[config.mk]
export PLATFORM = sky130hd
export DESIGN_NAME = fetch_stage
export DESIGN_NICKNAME = d
export VERILOG_FILES = /design/src/rtl/fetch_stage_pkg.sv /design/src/rtl/fetch_stage_if_id_reg.sv /design/src/rtl/fetch_stage.sv
export SDC_FILE = /design/constraint.sdc
export NUM_CORES = 1
export LEC_CHECK = 0
export ABC_AREA = 0
export ABC_CLOCK_PERIOD_IN_PS = 2300
export CAP_MARGIN = 25
export CORE_AREA = 3 3 154 156
export DETAILED_ROUTE_END_ITERATION = 10
export DIE_AREA = 0 0 157 159
export PLACE_DENSITY = 0.71
export SLEW_MARGIN = 10
export SYNTH_ARGS = -nofsm -noshare
export SYNTH_HDL_FRONTEND = slang
export SYNTH_SLANG_ARGS = --single-unit
[constraint.sdc]
create_clock -name clk -period 2.3 [get_ports clk]
set_input_delay 0.46 -clock clk [delete_from_list [all_inputs] [get_ports clk]]
set_output_delay 0.46 -clock clk [all_outputs]
set_load 0.02 [all_outputs]
[src/rtl/fetch_stage_pkg.sv]
// Shared definitions for the instruction-fetch stage: word width, reset/bubble
// defaults, next-PC selection encoding and the IF/ID register payload.
package fetch_stage_pkg;

    localparam int unsigned WORD_W = 32;

    typedef logic [WORD_W-1:0] word_t;

    localparam word_t DEFAULT_RESET_PC  = 32'h0000_0000;
    localparam word_t DEFAULT_NOP_INSTR = 32'h0000_0000;  // sll $0,$0,0
    localparam word_t PC_STEP           = 32'h0000_0004;

    // Source of the PC value loaded at the next edge
    typedef enum logic [1:0] {
        PC_SEQ    = 2'd0,
        PC_HOLD   = 2'd1,
        PC_BRANCH = 2'd2,
        PC_JUMP   = 2'd3
    } pc_sel_t;

    // Contents of the IF/ID pipeline register
    typedef struct packed {
        word_t instr;
        word_t pc_plus4;
        logic  valid;
    } ifid_t;

endpackage

[src/rtl/fetch_stage_if_id_reg.sv]
// IF/ID pipeline register. Bubble has priority over hold so a squash request
// still clears the register while the PC is frozen.
module if_id_reg
    import fetch_stage_pkg::*;
#(
    parameter word_t NOP_INSTR = DEFAULT_NOP_INSTR
) (
    input  logic  clk,
    input  logic  reset,
    input  logic  hold,
    input  logic  bubble,
    input  word_t next_instr,
    input  word_t next_pc_plus4,
    output word_t ifid_instr,
    output word_t ifid_pc_plus4,
    output logic  ifid_valid
);

    ifid_t ifid_r;
    ifid_t bubble_s;

    // Bubble payload: NOP with no associated PC
    always_comb begin
        bubble_s.instr    = NOP_INSTR;
        bubble_s.pc_plus4 = 32'h0000_0000;
        bubble_s.valid    = 1'b0;
    end

    // Register update: reset, bubble, hold, or capture the fetched word
    always_ff @(posedge clk) begin
        if (!reset) begin
            ifid_r <= bubble_s;
        end else if (bubble) begin
            ifid_r <= bubble_s;
        end else if (hold) begin
            ifid_r <= ifid_r;
        end else begin
            ifid_r.instr    <= next_instr;
            ifid_r.pc_plus4 <= next_pc_plus4;
            ifid_r.valid    <= 1'b1;
        end
    end

    assign ifid_instr    = ifid_r.instr;
    assign ifid_pc_plus4 = ifid_r.pc_plus4;
    assign ifid_valid    = ifid_r.valid;

endmodule

[src/rtl/fetch_stage.sv]
// Instruction-fetch stage: PC register, next-PC priority (jump > branch >
// stall > sequential), fetched-instruction counter and the IF/ID register.
// imemAddr and pcPlus4 depend only on the PC register.
module fetch_stage
    import fetch_stage_pkg::*;
#(
    parameter word_t RESET_PC  = DEFAULT_RESET_PC,
    parameter word_t NOP_INSTR = DEFAULT_NOP_INSTR
) (
    input  logic        clk,
    input  logic        reset,
    input  logic        stall,
    input  logic        flush,
    input  logic        branchTaken,
    input  logic [31:0] branchTarget,
    input  logic        jump,
    input  logic [31:0] jumpTarget,
    input  logic [31:0] imemRdata,
    output logic [31:0] imemAddr,
    output logic [31:0] pcPlus4,
    output logic [31:0] ifidInstr,
    output logic [31:0] ifidPcPlus4,
    output logic        ifidValid,
    output logic [31:0] fetchCount
);

    word_t   pc_r;
    word_t   pc_next_s;
    word_t   pc_plus4_s;
    word_t   fetch_count_r;
    pc_sel_t pc_sel_s;
    logic    redirect_s;
    logic    ifid_bubble_s;
    logic    ifid_hold_s;
    logic    ifid_load_s;

    assign pc_plus4_s = pc_r + PC_STEP;
    assign redirect_s = jump | branchTaken;

    // Next-PC source; a redirect overrides stall, jump beats branch
    always_comb begin
        pc_sel_s = PC_SEQ;
        if (jump) begin
            pc_sel_s = PC_JUMP;
        end else if (branchTaken) begin
            pc_sel_s = PC_BRANCH;
        end else if (stall) begin
            pc_sel_s = PC_HOLD;
        end else begin
            pc_sel_s = PC_SEQ;
        end
    end

    // Next-PC value mux
    always_comb begin
        pc_next_s = pc_plus4_s;
        case (pc_sel_s)
            PC_SEQ:    pc_next_s = pc_plus4_s;
            PC_HOLD:   pc_next_s = pc_r;
            PC_BRANCH: pc_next_s = branchTarget;
            PC_JUMP:   pc_next_s = jumpTarget;
            default:   pc_next_s = pc_plus4_s;
        endcase
    end

    // IF/ID controls: redirect or flush squash, stall alone holds, else load
    always_comb begin
        ifid_bubble_s = redirect_s | flush;
        ifid_hold_s   = 1'b0;
        ifid_load_s   = 1'b0;
        if (ifid_bubble_s) begin
            ifid_hold_s = 1'b0;
            ifid_load_s = 1'b0;
        end else if (stall) begin
            ifid_hold_s = 1'b1;
            ifid_load_s = 1'b0;
        end else begin
            ifid_hold_s = 1'b0;
            ifid_load_s = 1'b1;
        end
    end

    // PC register
    always_ff @(posedge clk) begin
        if (!reset) begin
            pc_r <= RESET_PC;
        end else begin
            pc_r <= pc_next_s;
        end
    end

    // Count of real instructions loaded into IF/ID, wraps silently
    always_ff @(posedge clk) begin
        if (!reset) begin
            fetch_count_r <= 32'h0000_0000;
        end else if (ifid_load_s) begin
            fetch_count_r <= fetch_count_r + 32'h0000_0001;
        end else begin
            fetch_count_r <= fetch_count_r;
        end
    end

    if_id_reg #(
        .NOP_INSTR (NOP_INSTR)
    ) u_if_id_reg (
        .clk           (clk),
        .reset         (reset),
        .hold          (ifid_hold_s),
        .bubble        (ifid_bubble_s),
        .next_instr    (imemRdata),
        .next_pc_plus4 (pc_plus4_s),
        .ifid_instr    (ifidInstr),
        .ifid_pc_plus4 (ifidPcPlus4),
        .ifid_valid    (ifidValid)
    );

    assign imemAddr   = pc_r;
    assign pcPlus4    = pc_plus4_s;
    assign fetchCount = fetch_count_r;

endmodule

* Word level (Yosys, flattened, before mapping) *
Cells that the tools add are included.

word-level totals
  ROM bits = 0
  word-level logic and storage cells = 23
  bits in registers = 129
  latch bits = 0
  memories = 0
  RAM bits = 0

cells by class
  reductions and logical operators = 2
  bitwise gates (word level) = 3
  eq/ne operators = 3
  shifts and indexed selects = 0
  order comparisons = 0
  $add $sub $neg = 2
  multiply operators = 0
  div/mod/pow operators = 0
  muxes and demuxes = 8

operator list
  cell                                                 number
  one-hot mux 32 bit (3 select lines)                  1
  adder 32 x 1 -> 32 bit, second input constant        1
  adder 32 x 3 -> 32 bit, second input constant        1
  two-way mux 1 bit                                    5
  equality test 2 bit, second input constant           2
  two-way mux 2 bit                                    2
  equality test 2 x 1 -> 1 bit, second input constant  1
  logical NOT 2 bit                                    1
  bitwise OR 1 bit                                     2
  OR reduction 2 bit                                   1
  inverter 1 bit                                       1

* Depth between registers and ports, before layout *
Gate-level depths: netlist of the first run.

  depth in word-level cells = 5
  depth in mapped cells = 7

* Modules after synthesis *
A second synthesis of the first run with hierarchy kept.

second synthesis, totals
  cells, all modules = 751
  area, all modules = 6,436.2 um^2

by module, submodules not included
  module       instances  cells each  seq. area each (um^2)  area each (um^2)
  fetch_stage  1          541         1,281.2                4,110.2
  if_id_reg    1          210         1,301.2                2,326.0

* Worst setup path before layout of the first run *
OpenSTA, ideal clock, no wires.

  kind = register -> output
  start point = register pc_r[2], in the netlist imemAddr[2]
  end point = output pcPlus4[28]
  arrival time = 2,126 ps
  path slack = -286 ps
  path buffers = 1
  stages on the path, launching flop included = 7
  cell sequence = dfxtp_1 > ha_1 > nand3_2 > or4_4 > buf_2 > o41ai_4 > nand2_1

on the way
  longest elaborated chain between the ends = 1

RTL lines
  item                    line               source
  start, declared         fetch_stage.sv:27  word_t pc_r;
  start signal, assigned  fetch_stage.sv:88  pc_r <= pc_next_s;
  adder 32 x 3 -> 32 bit  fetch_stage.sv:37  assign pc_plus4_s = pc_r + PC_STEP;
  end, declared           fetch_stage.sv:20  output logic [31:0] pcPlus4,

No other way between the ends.

* Final worst setup path of the first run *
  start point = register pc_r[3], in the netlist imemAddr[3]
  end point = output pcPlus4[21]

The elaborated chain is that of the path after synthesis.

==> results of run 1 <==
[registers in the layout, indices dropped and copies added (netlist names)]
register                   flops
fetchCount                    32
imemAddr                      32
u_if_id_reg.ifid_instr        32
u_if_id_reg.ifid_pc_plus4     32
u_if_id_reg.ifid_valid         1
[report_power, final]
part / switching, uW / leakage (uW) / total (uW) / internal (uW)
registers: 46.8 / 0.00105 / 2340 / 2290
logic: 604 / 0.00319 / 1180 / 581
clock network: 1170 / 0.000309 / 2950 / 1780
[kinds of logic (layout without fill, tap and decap cells)]
| logic type | count (synthesis) | in the layout | synth area share (%) |
|---|---|---|---|
| mux | 14 | 14 | 2.083 |
| flops | 129 | 129 | 38.39 |
| xor+xnor | 19 | 19 | 2.585 |
| simple gates | 258 | 259 | 22.24 |
| compound gates | 252 | 252 | 28.44 |
| buf+inv | 90 | 470 | 5.895 |
| fa+ha+maj | 2 | 2 | 0.3719 |
[final cells by class]
type | count | area [um2]
Clock inverter | 14 | 193.9
Fill cell | 2039 | 10930
Clock buffer | 18 | 439.2
Timing Repair Buffer | 415 | 3879
Inverter | 23 | 86.33
Multi-Input combinational cell | 546 | 4015
Sequential cell | 129 | 2604
Tap cell | 285 | 356.6
[critical path: stages, from the launching register on]
cell and delay, ps:
dfxtp_4 360, buf_4 140, nand4_1 130, buf_4 180, or3_4 420, or3_4 380
nand2_1 70, buf_4 130
[per-stage QoR]
stage,hold WS (ps),TNS [ps]
after detailed placement,452.0,-5492
after global placement,446.4,-4782
after global routing,500.1,-7035
after floorplan,523.6,-5.818
after CTS,467.3,-5529
final,462.0,-5569
[path summary, 6_finish.rpt]
kind | end | cells after the start
worst max register to register | imemAddr[26] | 8
worst min-delay path | u_if_id_reg.ifid_valid | 1
worst max-delay path | pcPlus4[21] | 7
worst min register to register | u_if_id_reg.ifid_valid | 1
[layer usage]
layer	global-route usage, %	vias up
met2	34.89	399
met5	0	-
met1	27.27	3724
li1	-	3713
met4	5.770	12
met3	7.692	49
[repair_timing]
item,CTS,global route
pin swaps,13,10
setup endpoints to repair,28,26
resized for setup,150,45
endpoints found under the hold margin,0,0
buffers inserted,13,8
cloned,1,0
[cell usage in the layout (no fill, tap or decap), types with 15 or more instances in the layout]
master,Yosys,routed
clkdlybuf4s50_1,0,231
buf_4,2,145
dfxtp_1,129,118
nand2_1,61,55
o221a_2,47,47
o21ai_0,52,46
a21oi_1,36,36
nor2_1,26,24
nand4_1,21,21
nand3_1,24,21
inv_1,21,20
buf_6,3,20
a31oi_1,17,17
clkbuf_16,0,17
nor3_1,17,15
nand2b_1,15,15
==> impl_metrics.tcl, run 1 <==
set metrics [dict create \
    yosys.area.top_type "dfxtp_1" \
    post_drt_wl_per_cell_um 20.10 \
    hpwl_um 21310 \
    grt_max_degree 45 \
    fp.dieH_um 159 \
    cap_violations 0 \
    holdCritStartpoint "u_if_id_reg.ifid_valid" \
    synth-edff-count 0 \
    required_ps 1840 \
    met1_length_um 11940 \
    synth.area.top_cells "dfxtp_1, o221a_2, o21ai_0" \
    ios 263 \
    via_per_inst 5.522 \
    synth-seq-cells 129 \
    start_util_pct 29.90 \
    track_usage_pct 21.60 \
    synth.most_common_cell "dfxtp_1" \
    avgSynthCellArea_um2 8.806 \
    num_rows 55 \
    fin_ws_ps -398.5 \
    drive_above_1_share_pct 28.82 \
    rsz0062_at_grt "true" \
    arrival_ps 2240 \
    design.die.area_um2 24960 \
    holdBufCountCts 0 \
    drt_iter0_drc 651 \
    wl_met2_um 13440 \
    coreArea_um2 22500 \
    cts-root-buf "clkbuf_16" \
    setup_viol 22 \
    worst_pin_slew_ps 589.7 \
    gp_congestion 0.8957 \
    synthFlopType "dfxtp_1" \
    clockBufferDepth 2 \
    violations "setup timing" \
    hold_class "reg2reg" \
    r2r_start "imemAddr[3]" \
    yosys-top-cells-count "dfxtp_1, nand2_1, o21ai_0" \
    num_vias 7897 \
    drc_errors 0 \
    cts_made_buffers 17 \
    grt-ovfl-total 0 \
    async_flop_share_pct 0 \
    netlist_area_um2 6728 \
    top_layer "met5" \
    clock_insertion_delay_worst_skew_ps 420 \
    ir_drop_uv 351.2 \
    cts_tree "yes" \
    port_buffers 262 \
    skew_ps 15.80 \
    synth_cells 764 \
    leakagePower_uw 0.004551 \
    p_per_area_nw_per_um2 559.1 \
    ys_seq_area_share_pct 38.39 \
    cp_max_fo 5 \
    yosysWarnings 0 \
    slew_viol_final 0 \
    postLayoutCoreUtil_pct 51.43 \
    ant_nets 0 \
    yosysTopAreaCellShare_pct 38.39 \
    post-place-ws_ps -349.6 \
    startpoint "imemAddr[3]" \
    cp-start-kind "flop" \
    grt_first_pass_wirelength_um 42810 \
    status "finished with violations" \
    period_minus_slack_ps 2698 \
    ys_types 72 \
    area_delta_synth_final_pct 72.03 \
    nets 1236 \
    critPathCaptureType "output pin" \
    drt_wl_total_um 28750 \
    fin_cells 1430 \
    relSlewSlack_pct 60.33 \
    path_clk_slew_ps 60 \
    period_share_pct 117.3 \
    finalPower_uw 6471 \
    die_x_um 157 \
    antenna_found_initial 6 \
    synth_nets 868 \
    r2r_slack_ps 150 \
    htreeDepth 4 \
    place_area_um2 10540 \
    finalHoldViolCount 0 \
    met3_length_um 2726 \
    first_global_vias 7546 \
    critical_path_class "reg2out" \
    final_area_um2 11570 \
    clock-sinks 129 \
    drtPass1Iterations 7 \
    dp.cells 1377 \
    diodes 0 \
    fmax_mhz 370.6 \
]
No activity file was read; power rests on OpenSTA's default activity.
==> run 2, diff against run 1 <==
--- a/config.mk
+++ b/config.mk
@@ -9,6 +9,7 @@
 export ABC_CLOCK_PERIOD_IN_PS = 2300
 export CAP_MARGIN = 25
 export CORE_AREA = 3 3 154 156
+export CTS_CLUSTER_DIAMETER = 200
 export DETAILED_ROUTE_END_ITERATION = 10
 export DIE_AREA = 0 0 157 159
 export PLACE_DENSITY = 0.71
==> results of run 2 <==
No change in the layout: final DEF, timing and power equal those of run 1.
==> run 3, diff against run 2 <==
--- a/config.mk
+++ b/config.mk
@@ -13,6 +13,7 @@
 export DETAILED_ROUTE_END_ITERATION = 10
 export DIE_AREA = 0 0 157 159
 export PLACE_DENSITY = 0.71
+export SKIP_CTS_REPAIR_TIMING = 1
 export SLEW_MARGIN = 10
 export SYNTH_ARGS = -nofsm -noshare
 export SYNTH_HDL_FRONTEND = slang
==> run 3 against run 2 <==
Effect of this change: the run still ends with setup timing left; cell count up 0.14%; flip-flop and latch count unchanged; sequential power about the same; total power about the same; count of clock-buffer cells in the layout unchanged; via count up 0.53%; worst hold slack about the same; maximum frequency down 1.6%; non-clock buffer count up 2; critical path depth unchanged; routed wire length up 0.36%; critical path type unchanged; critical endpoint is now pcPlus4[24]; largest power group unchanged.
==> impl_metrics.tcl, run 3 (synthesis results as in run 1) <==
set metrics [dict create \
    status "finished with violations" \
    violations "setup timing" \
    ant_nets 0 \
    cts_tree "yes" \
    critical_path_class "reg2out" \
    setup_viol 20 \
    required_ps 1840 \
    grt_first_pass_wirelength_um 42260 \
    via_per_inst 5.544 \
    diodes 0 \
    cp_max_fo 7 \
    track_usage_pct 21.28 \
    final_cell_mix "clkdlybuf4s50_1, buf_4, dfxtp_1, nand2_1, o221a_2" \
    grt_max_degree 45 \
    period_minus_slack_ps 2743 \
    p_per_area_nw_per_um2 554.6 \
    drt_wl_total_um 28850 \
    grt-ovfl-total 0 \
    period_share_pct 119.3 \
    relSlewSlack_pct 60.93 \
    clockBufferDepth 2 \
    clock_insertion_delay_worst_skew_ps 420 \
    clock-sinks 129 \
    post_drt_wl_per_cell_um 20.15 \
    drtPass1Iterations 5 \
    area_delta_synth_final_pct 73.46 \
    worstHoldPathCells 1 \
    fin_cells 1432 \
    gp_congestion 0.8957 \
    final_common_cell "clkdlybuf4s50_1" \
    drive_above_1_share_pct 29.38 \
    fin_ws_ps -443.1 \
    drt_iter0_drc 683 \
    finalPower_uw 6472 \
    skew_ps 16.33 \
    cp-start-kind "flop" \
    ff2ff_path_depth 8 \
    coreArea_um2 22500 \
    first_global_vias 7451 \
    postLayoutCoreUtil_pct 51.86 \
    rsz0062_at_grt "true" \
    cts-root-buf "clkbuf_16" \
    antenna_found_initial 6 \
    drc_errors 0 \
    cap_violations 0 \
    nets 1238 \
    fmax_mhz 364.5 \
    hold_class "reg2reg" \
    finalHoldViolCount 0 \
    num_vias 7939 \
    leakagePower_uw 0.004625 \
    hpwl_um 21310 \
    ir_drop_uv 349.6 \
    fillCellCount 2030 \
    num_rows 55 \
    htreeDepth 4 \
    design.die.area_um2 24960 \
    ios 263 \
    die_x_um 157 \
    cts_made_buffers 17 \
    slew_viol_final 0 \
    start_util_pct 29.90 \
    dp.cells 1377 \
    port_buffers 262 \
    worst_pin_slew_ps 580.7 \
    path_clk_slew_ps 60 \
    arrival_ps 2280 \
    fp.dieH_um 159 \
    critPathCaptureType "output pin" \
]
[run 3: cell count changes in the layout (fill, tap and decap cells not counted), sizes merged]
cell / change
dlymetal6s2s: +4
dlygate4sd2: -2
[run 3: final timing paths]
kind	start	endpoint	slack [ps]
max reg2reg	imemAddr[2]	imemAddr[23]	220
min reg2reg	u_if_id_reg.ifid_valid	u_if_id_reg.ifid_valid	460
min	u_if_id_reg.ifid_valid	u_if_id_reg.ifid_valid	460
max	imemAddr[2]	pcPlus4[24]	-440
[run 3: worst max-delay path: stages (launching register included)]
cell and delay [ps]:
dfxtp_4 360, ha_4 140, nand3_2 60, or4_4 620, buf_6 180, o31ai_2 240, nand2_2 60, dlymetal6s2s_1 210
[run 3: metal layers]
| metal | share of wire [%] | up-vias | wire (um) | global-route usage, % |
|---|---|---|---|---|
| met4 | 2.0 | 12 | 563 | 4.974 |
| li1 | - | 3711 | - | - |
| met1 | 41 | 3768 | 11860 | 26.82 |
| met5 | 0.26 | - | 76 | 0 |
| met2 | 47 | 394 | 13550 | 34.62 |
| met3 | 9.7 | 54 | 2799 | 7.774 |
[run 3: per-stage QoR]
stage	TNS [ps]	hold WS, ps	cell area, um2	worst slack (ps)
floorplan	-5.818	523.6	6768	-5.818
global placement	-4782	446.4	10540	-335.1
detailed placement	-5492	452.0	10540	-349.6
CTS	-16780	467.3	11180	-812.5
global route	-7599	500.1	11670	-500.0
finish	-5879	462.5	11670	-443.1
[run 3: where the power goes]
group	internal (uW)	switching (uW)
combinational	589	604
clock	1780	1160
sequential	2290	46.8
total	4660	1820
[run 3: cell type report]
cell class / instances / area (um2) / area share, %
Multi-Input combinational cell: 546 / 4051 / 34.72
Clock buffer: 18 / 439.2 / 3.763
Tap cell: 285 / 356.6 / 3.056
Sequential cell: 129 / 2603 / 22.30
Inverter: 23 / 86.33 / 0.7398
Clock inverter: 14 / 193.9 / 1.662
Timing Repair Buffer: 417 / 3940 / 33.76
